--- src/rtl/wishbone_register_bank.sv ---
// Wishbone classic slave exposing NUM_REGS 32-bit words at BASE_ADDR.
// Read/write words support byte lanes; read-only words mirror status_i.
module wishbone_register_bank #(
    parameter logic [31:0]          BASE_ADDR   = 32'h3000_0000,
    parameter int                   NUM_REGS    = 4,
    parameter logic [NUM_REGS-1:0]  RO_MASK     = {NUM_REGS{1'b0}},
    parameter logic [31:0]          RESET_VALUE = 32'h0000_0000
) (
    input  logic                     wb_clk_i,
    input  logic                     wb_rst_i,
    input  logic                     wbs_stb_i,
    input  logic                     wbs_cyc_i,
    input  logic                     wbs_we_i,
    input  logic [3:0]               wbs_sel_i,
    input  logic [31:0]              wbs_dat_i,
    input  logic [31:0]              wbs_adr_i,
    output logic                     wbs_ack_o,
    output logic [31:0]              wbs_dat_o,
    output logic [32*NUM_REGS-1:0]   reg_q_o,
    output logic [NUM_REGS-1:0]      reg_wr_o,
    input  logic [32*NUM_REGS-1:0]   status_i
);

    // One bit wider so BASE_ADDR near the top of the space cannot wrap.
    localparam logic [32:0] END_ADDR = {1'b0, BASE_ADDR} + 33'(4 * NUM_REGS);

    logic                hit;
    logic                accept;
    logic [31:0]         offset;
    logic [31:0]         word_idx;

    logic                ack_q, ack_d;
    logic [31:0]         dat_q, dat_d;
    logic [NUM_REGS-1:0] reg_wr_q, reg_wr_d;
    logic [31:0]         regs_q [NUM_REGS];
    logic [31:0]         regs_d [NUM_REGS];

    assign hit = wbs_cyc_i & wbs_stb_i
               & (wbs_adr_i >= BASE_ADDR)
               & ({1'b0, wbs_adr_i} < END_ADDR);
    // Blocking accept while ack is high gives the one-transfer-per-two-cycles rhythm.
    assign accept   = hit & ~ack_q;
    assign offset   = wbs_adr_i - BASE_ADDR;
    assign word_idx = offset >> 2;

    always_comb begin
        ack_d    = accept;
        dat_d    = dat_q;
        reg_wr_d = '0;
        for (int i = 0; i < NUM_REGS; i++) begin
            regs_d[i] = regs_q[i];
        end
        for (int i = 0; i < NUM_REGS; i++) begin
            if (accept && word_idx == 32'(i)) begin
                if (wbs_we_i) begin
                    if (!RO_MASK[i]) begin
                        reg_wr_d[i] = 1'b1;
                        for (int k = 0; k < 4; k++) begin
                            if (wbs_sel_i[k]) begin
                                regs_d[i][8*k +: 8] = wbs_dat_i[8*k +: 8];
                            end
                        end
                    end
                end else begin
                    dat_d = RO_MASK[i] ? status_i[32*i +: 32] : regs_q[i];
                end
            end
        end
    end

    always_ff @(posedge wb_clk_i or posedge wb_rst_i) begin
        if (wb_rst_i) begin
            ack_q    <= 1'b0;
            dat_q    <= '0;
            reg_wr_q <= '0;
            for (int i = 0; i < NUM_REGS; i++) begin
                regs_q[i] <= RESET_VALUE;
            end
        end else begin
            ack_q    <= ack_d;
            dat_q    <= dat_d;
            reg_wr_q <= reg_wr_d;
            for (int i = 0; i < NUM_REGS; i++) begin
                regs_q[i] <= regs_d[i];
            end
        end
    end

    assign wbs_ack_o = ack_q;
    assign wbs_dat_o = dat_q;
    assign reg_wr_o  = reg_wr_q;

    for (genvar g = 0; g < NUM_REGS; g++) begin : g_reg_out
        assign reg_q_o[32*g +: 32] = RO_MASK[g] ? 32'h0 : regs_q[g];
    end

endmodule
--- config.mk ---
export PLATFORM = sky130hd
export DESIGN_NAME = wishbone_register_bank
export DESIGN_NICKNAME = d
export VERILOG_FILES = /design/src/rtl/wishbone_register_bank.sv
export SDC_FILE = /design/constraint.sdc
export NUM_CORES = 1
export LEC_CHECK = 0
export ABC_AREA = 0
export CAP_MARGIN = 20
export CELL_PAD_IN_SITES_DETAIL_PLACEMENT = 1
export CELL_PAD_IN_SITES_GLOBAL_PLACEMENT = 1
export CORE_AREA = 2 2 209 129
export CTS_BUF_LIST = sky130_fd_sc_hd__clkbuf_8
export DETAILED_ROUTE_END_ITERATION = 8
export DIE_AREA = 0 0 211 131
export GPL_TIMING_DRIVEN = 0
export PLACE_DENSITY = 0.76
export SETUP_SLACK_MARGIN = 0.5
export SLEW_MARGIN = 10
export SYNTH_ARGS = -nofsm -noshare
export SYNTH_HDL_FRONTEND = slang
export SYNTH_SLANG_ARGS = --single-unit
--- constraint.sdc ---
create_clock -name wb_clk_i -period 5.6 [get_ports wb_clk_i]
set_input_delay 0.84 -clock wb_clk_i [delete_from_list [all_inputs] [get_ports wb_clk_i]]
set_output_delay 0.84 -clock wb_clk_i [all_outputs]
set_load 0.02 [all_outputs]
; Word level (Yosys, flattened, before mapping)
; Cells that the tools add are included.
[op_classes]
reduce_logical = 21
muxes = 13
n_lt_le_gt_ge = 2
bitwise = 5
addsub = 1
n_eq_ne = 3
[ops]
columns = op, n
row1 = $mux W32, 8
row2 = $eq A30 B2 Y1 const B, 2
row3 = $reduce_and A3 Y1, 16
row4 = $ge A32 B30 Y1 const B, 1
row5 = $logic_not A32 Y1, 1
row6 = $lt A32 B30 Y1 const B, 1
row7 = $sub A32 B30 Y32 const B, 1
row8 = $eq A30 B1 Y1 const B, 1
row9 = $mux W1, 5
row10 = $and A1 B1 Y1, 4
row11 = $logic_and A1 B1 Y1, 4
row12 = $not A1 Y1, 1
[totals]
out_inout_bits = 165
word_cells = 64
input_bits = 201
regBits = 165

; Logic depth before layout (Yosys ltp)
[depth]
depth_word = 12
depth_mapped = 8

; Worst setup path after synthesis
; Ideal clock, no wire load.
[synth_path]
path_type = input-to-reg
start = input port wbs_adr_i[5]
end = register regs_q, in the netlist reg_q_o[104]
stages = 6
setup_slack_ns = 3.029
n_path_buf = 2
setup_time_ns = 0.128
arrival_ns = 2.444
t_required_ns = 5.472
cell_sequence = or4_1 -> buf_2 -> nor3_4 -> buf_12 -> nand4_4 -> mux2_1
[synth_between]
elab_chain_len = 6
elab_cells_between_ends = 9
classes_between = add/sub (1) / order compare (2) / eq/ne (1) / bitwise (3) / reduce/logical (2)
[synth_rtl]
columns = item, line
row1 = "start, declared", 16  ; input logic [31:0] wbs_adr_i,
row2 = branches (longest 4 deep; another with $sub A32 B30 Y32), --
row3 = $logic_and A1 B1 Y1 (*), 54  ; if (accept && word_idx == 32'(i)) begin
row4 = $reduce_and A3 Y1 (no source line) (*), --
row5 = "end signal, assigned by index", 84  ; regs_q[i] <= regs_d[i];
row6 = "end, declared", 35  ; logic [31:0] regs_q [NUM_REGS];
; Mark *: on every way between the ends.
; A chain may end at the register's enable or synchronous reset.

; Worst setup path after layout
[layout_path]
start = input port wbs_adr_i[24]
end = register dat_q[15], in the netlist wbs_dat_o[15]
[layout_between]
elab_chain_len = 12
elab_cells_between_ends = 21
classes_between = add/sub (1) / order compare (2) / eq/ne (3) / mux (7) / bitwise (3) / reduce/logical (5)
[layout_rtl]
columns = item, line
row1 = $ge A32 B30 Y1, 39  ; & (wbs_adr_i >= BASE_ADDR)
row2 = $and A1 B1 Y1, 39
row3 = $and A1 B1 Y1, 40  ; & ({1'b0, wbs_adr_i} < END_ADDR);
row4 = $and A1 B1 Y1, 42  ; assign accept = hit & ~ack_q;
row5 = $logic_and A1 B1 Y1, 54
row6 = $mux W32, 54
row7 = $mux W32, 55  ; if (wbs_we_i) begin
row8 = $mux W32, 54
row9 = $mux W32, 55
row10 = $mux W32, 54
row11 = $mux W32, 55
row12 = $mux W32 (*), 54
row13 = named net dat_d[15], 33  ; logic [31:0] dat_q, dat_d;
row14 = "end signal, assigned", 81  ; dat_q <= dat_d;
row15 = "end, declared", 33
; The timed path passes the listed nets; every way through them passes the cells marked *.

==> impl_metrics.tcl <==
set metrics [dict create \
    cp_max_fo 10 \
    syn-num-nets 704 \
    netlist.area_leader.share_pct 54.1 \
    globalplace.congestion 0.787 \
    setup_tns_ns 0 \
    core_area_mm2 0.0258 \
    path_clk_slew_ns 0.09 \
    setup_viol 0 \
    fp-row-count 46 \
    start_util_pct 29.6 \
    cp-start-kind "input port" \
    fin_nets 962 \
    relSlewSlack_pct 26.2 \
    grt_pass1_vias 6480 \
    holdPathStages 1 \
    period_minus_slack_ns 3.39 \
    period_share_pct 60.6 \
    rr_endpoint "wbs_dat_o[15]" \
    cts-root-buf "clkbuf_8" \
    port_buffers 233 \
    worstSetupPathType "in -> reg" \
    fp.dieArea_mm2 0.0276 \
    r2r_setup_slack_ns 2.81 \
    design_area_mm2 0.0109 \
    antenna_found_initial 1 \
    hold_end "wbs_dat_o[20]" \
    m1WireLength_um 13100 \
    dr.pass1.iters 4 \
    final_common_cell "clkdlybuf4s50_1" \
    fp.dieW_um 211 \
    overflow 0 \
    worstReg2RegStart "wbs_ack_o" \
    cts_tree "built" \
    postCtsSetupBuffers 0 \
    crit_required_ns 6.00 \
    yosys_warnings 0 \
    dpl-instance-area_mm2 0.0105 \
    ant_nets 0 \
    h-tree-depth 4 \
    p_leak_nw 5.01 \
    hold_buffers 0 \
    wl_met2_um 11700 \
    report.final.hold_viol_count 0 \
    vdd_drop_max_uv 129 \
    seq_area_frac_synth_pct 54.1 \
    avgSynthCellArea_um2 15.2 \
    synth_seq_cells 165 \
    worstSkewPairLatency_ns 0.48 \
    vias_per_cell 5.14 \
    yosysUniqueCellTypes 27 \
    io_pins 366 \
    grt_setup_unrepaired "false" \
    die_h_um 131 \
    top_layer "met4" \
    finalPower_w 0.00229 \
    slew_violations 0 \
    drc 0 \
    hold_path_class "reg -> reg" \
    drtIter0Drc 314 \
    p_per_area_mw_per_mm2 210 \
    num_vias 5705 \
    cts.path.max_buffers 2 \
    finClkSkew_ns 0.0182 \
    synth_largest_area_cell "dfrtp_1" \
    grt_pass1_wl_um 41600 \
    postCtsResizedCells 0 \
    wire_per_inst_um 24.6 \
    dpl.hpwl_um 19700 \
    worstHoldStart "wbs_dat_o[20]" \
    tightest_slew_ns 1.11 \
    syn_area_mm2 0.00764 \
    cp.arrival_ns 3.79 \
    ys_top_cells_by_area "dfrtp_1, mux2_2, mux2_1, mux4_2, nand4_4" \
    grt_max_degree 37 \
    maxCapViolations 0 \
    area_delta_synth_final_pct 43.0 \
    worstRegToRegCells 6 \
    clock_sinks 165 \
    layout.cells.most_common_list "clkdlybuf4s50_1, dfrtp_1, mux2_2, mux2_1, nand3_1" \
    cts_buffers 17 \
    drive_above_1_share_pct 26.1 \
    status "completed" \
    wl_met3_um 2180 \
    netlist_instances 503 \
    grt_use_total_pct 20.6 \
    whs_ns 0.510 \
    max_freq_mhz 295 \
    cp-end-kind "register" \
    drt-total-wl_um 27300 \
]
==> registers in the layout (all words and copies together) (netlist names) <==
register   flops
reg_q_o      128
wbs_dat_o     32
reg_wr_o       4
wbs_ack_o      1
==> kinds of logic after synthesis <==
group	share of synthesized area, %
DFF	54.1
muxes	28.6
and+or+nand+nor	8.65
AOI/OAI and AO/OA	6.64
buffers and inverters	2.05
==> power breakdown <==
group | internal, W | switching (W) | total, W
Combinational | 0.0000659 | 0.0000916 | 0.000158
Clock | 0.000463 | 0.000478 | 0.000941
Sequential | 0.00119 | 0.00000000000334 | 0.00119
Total | 0.00172 | 0.000570 | 0.00229
==> stage by stage <==
stage / setup WS, ns / utilization, % / instances
2_1_floorplan: 2.66 / - / 503
3_3_place_gp: 1.13 / 40.2 / 1072
3_5_place_dp: 1.73 / 40.7 / 1078
4_1_cts: 2.26 / 42.3 / 1109
5_1_grt: 2.00 / 42.3 / 1110
6_report: 2.21 / 42.3 / 1110
==> per-layer routing <==
metal,GRT usage (%),vias up
met3,7.22,19
met1,28.2,3000
li1,-,2476
met2,31.1,210
met5,0,-
met4,5.59,0
==> critical path, stage by stage <==
cell and delay [ns]:
clkdlybuf4s50_1 0.40, nor4_1 0.31, nand3_1 0.45, nor4_2 0.72
clkbuf_1 0.78, a32oi_1 0.15, nand3_1 0.14
==> worst max path at each step <==
| stage | slack [ns] | endpoint | start | cells after the start |
|---|---|---|---|---|
| floorplan | 2.66 | reg_q_o[0] | wb_rst_i | 1 |
| global placement | 1.13 | reg_q_o[95] | wb_rst_i | 2 |
| detailed placement | 1.73 | wbs_dat_o[28] | wbs_adr_i[3] | 5 |
| CTS | 2.26 | wbs_dat_o[28] | wbs_adr_i[3] | 5 |
| global route | 2.00 | wbs_dat_o[15] | wbs_adr_i[24] | 7 |
| finish | 2.21 | wbs_dat_o[15] | wbs_adr_i[24] | 7 |
==> Yosys cell counts, drive strengths merged <==
| master | number |
|---|---|
| nor3 | 1 |
| inv | 1 |
| a21o | 15 |
| o41ai | 15 |
| nand2 | 1 |
| nor4 | 7 |
| mux2 | 160 |
| and3 | 4 |
| mux4 | 17 |
| nand4 | 17 |
| nand3 | 31 |
| a22o | 15 |
| buf | 20 |
| or4 | 1 |
| nor2 | 3 |
| clkbuf | 11 |
| nor4bb | 1 |
| and2 | 1 |
| a32oi | 15 |
| nor2b | 2 |
| dfrtp | 165 |
==> area by class of cell <==
type	instances	area, µm²
antenna	1	2.50
multi-input combinational	306	3350
clock inverter	12	154
sequential	165	4130
fill	2620	14900
clock buffer	19	262
inverter	1	7.51
timing repair buffer	239	2440
tap	336	420
buffer	31	153
Power figures use the tool's default switching activity.
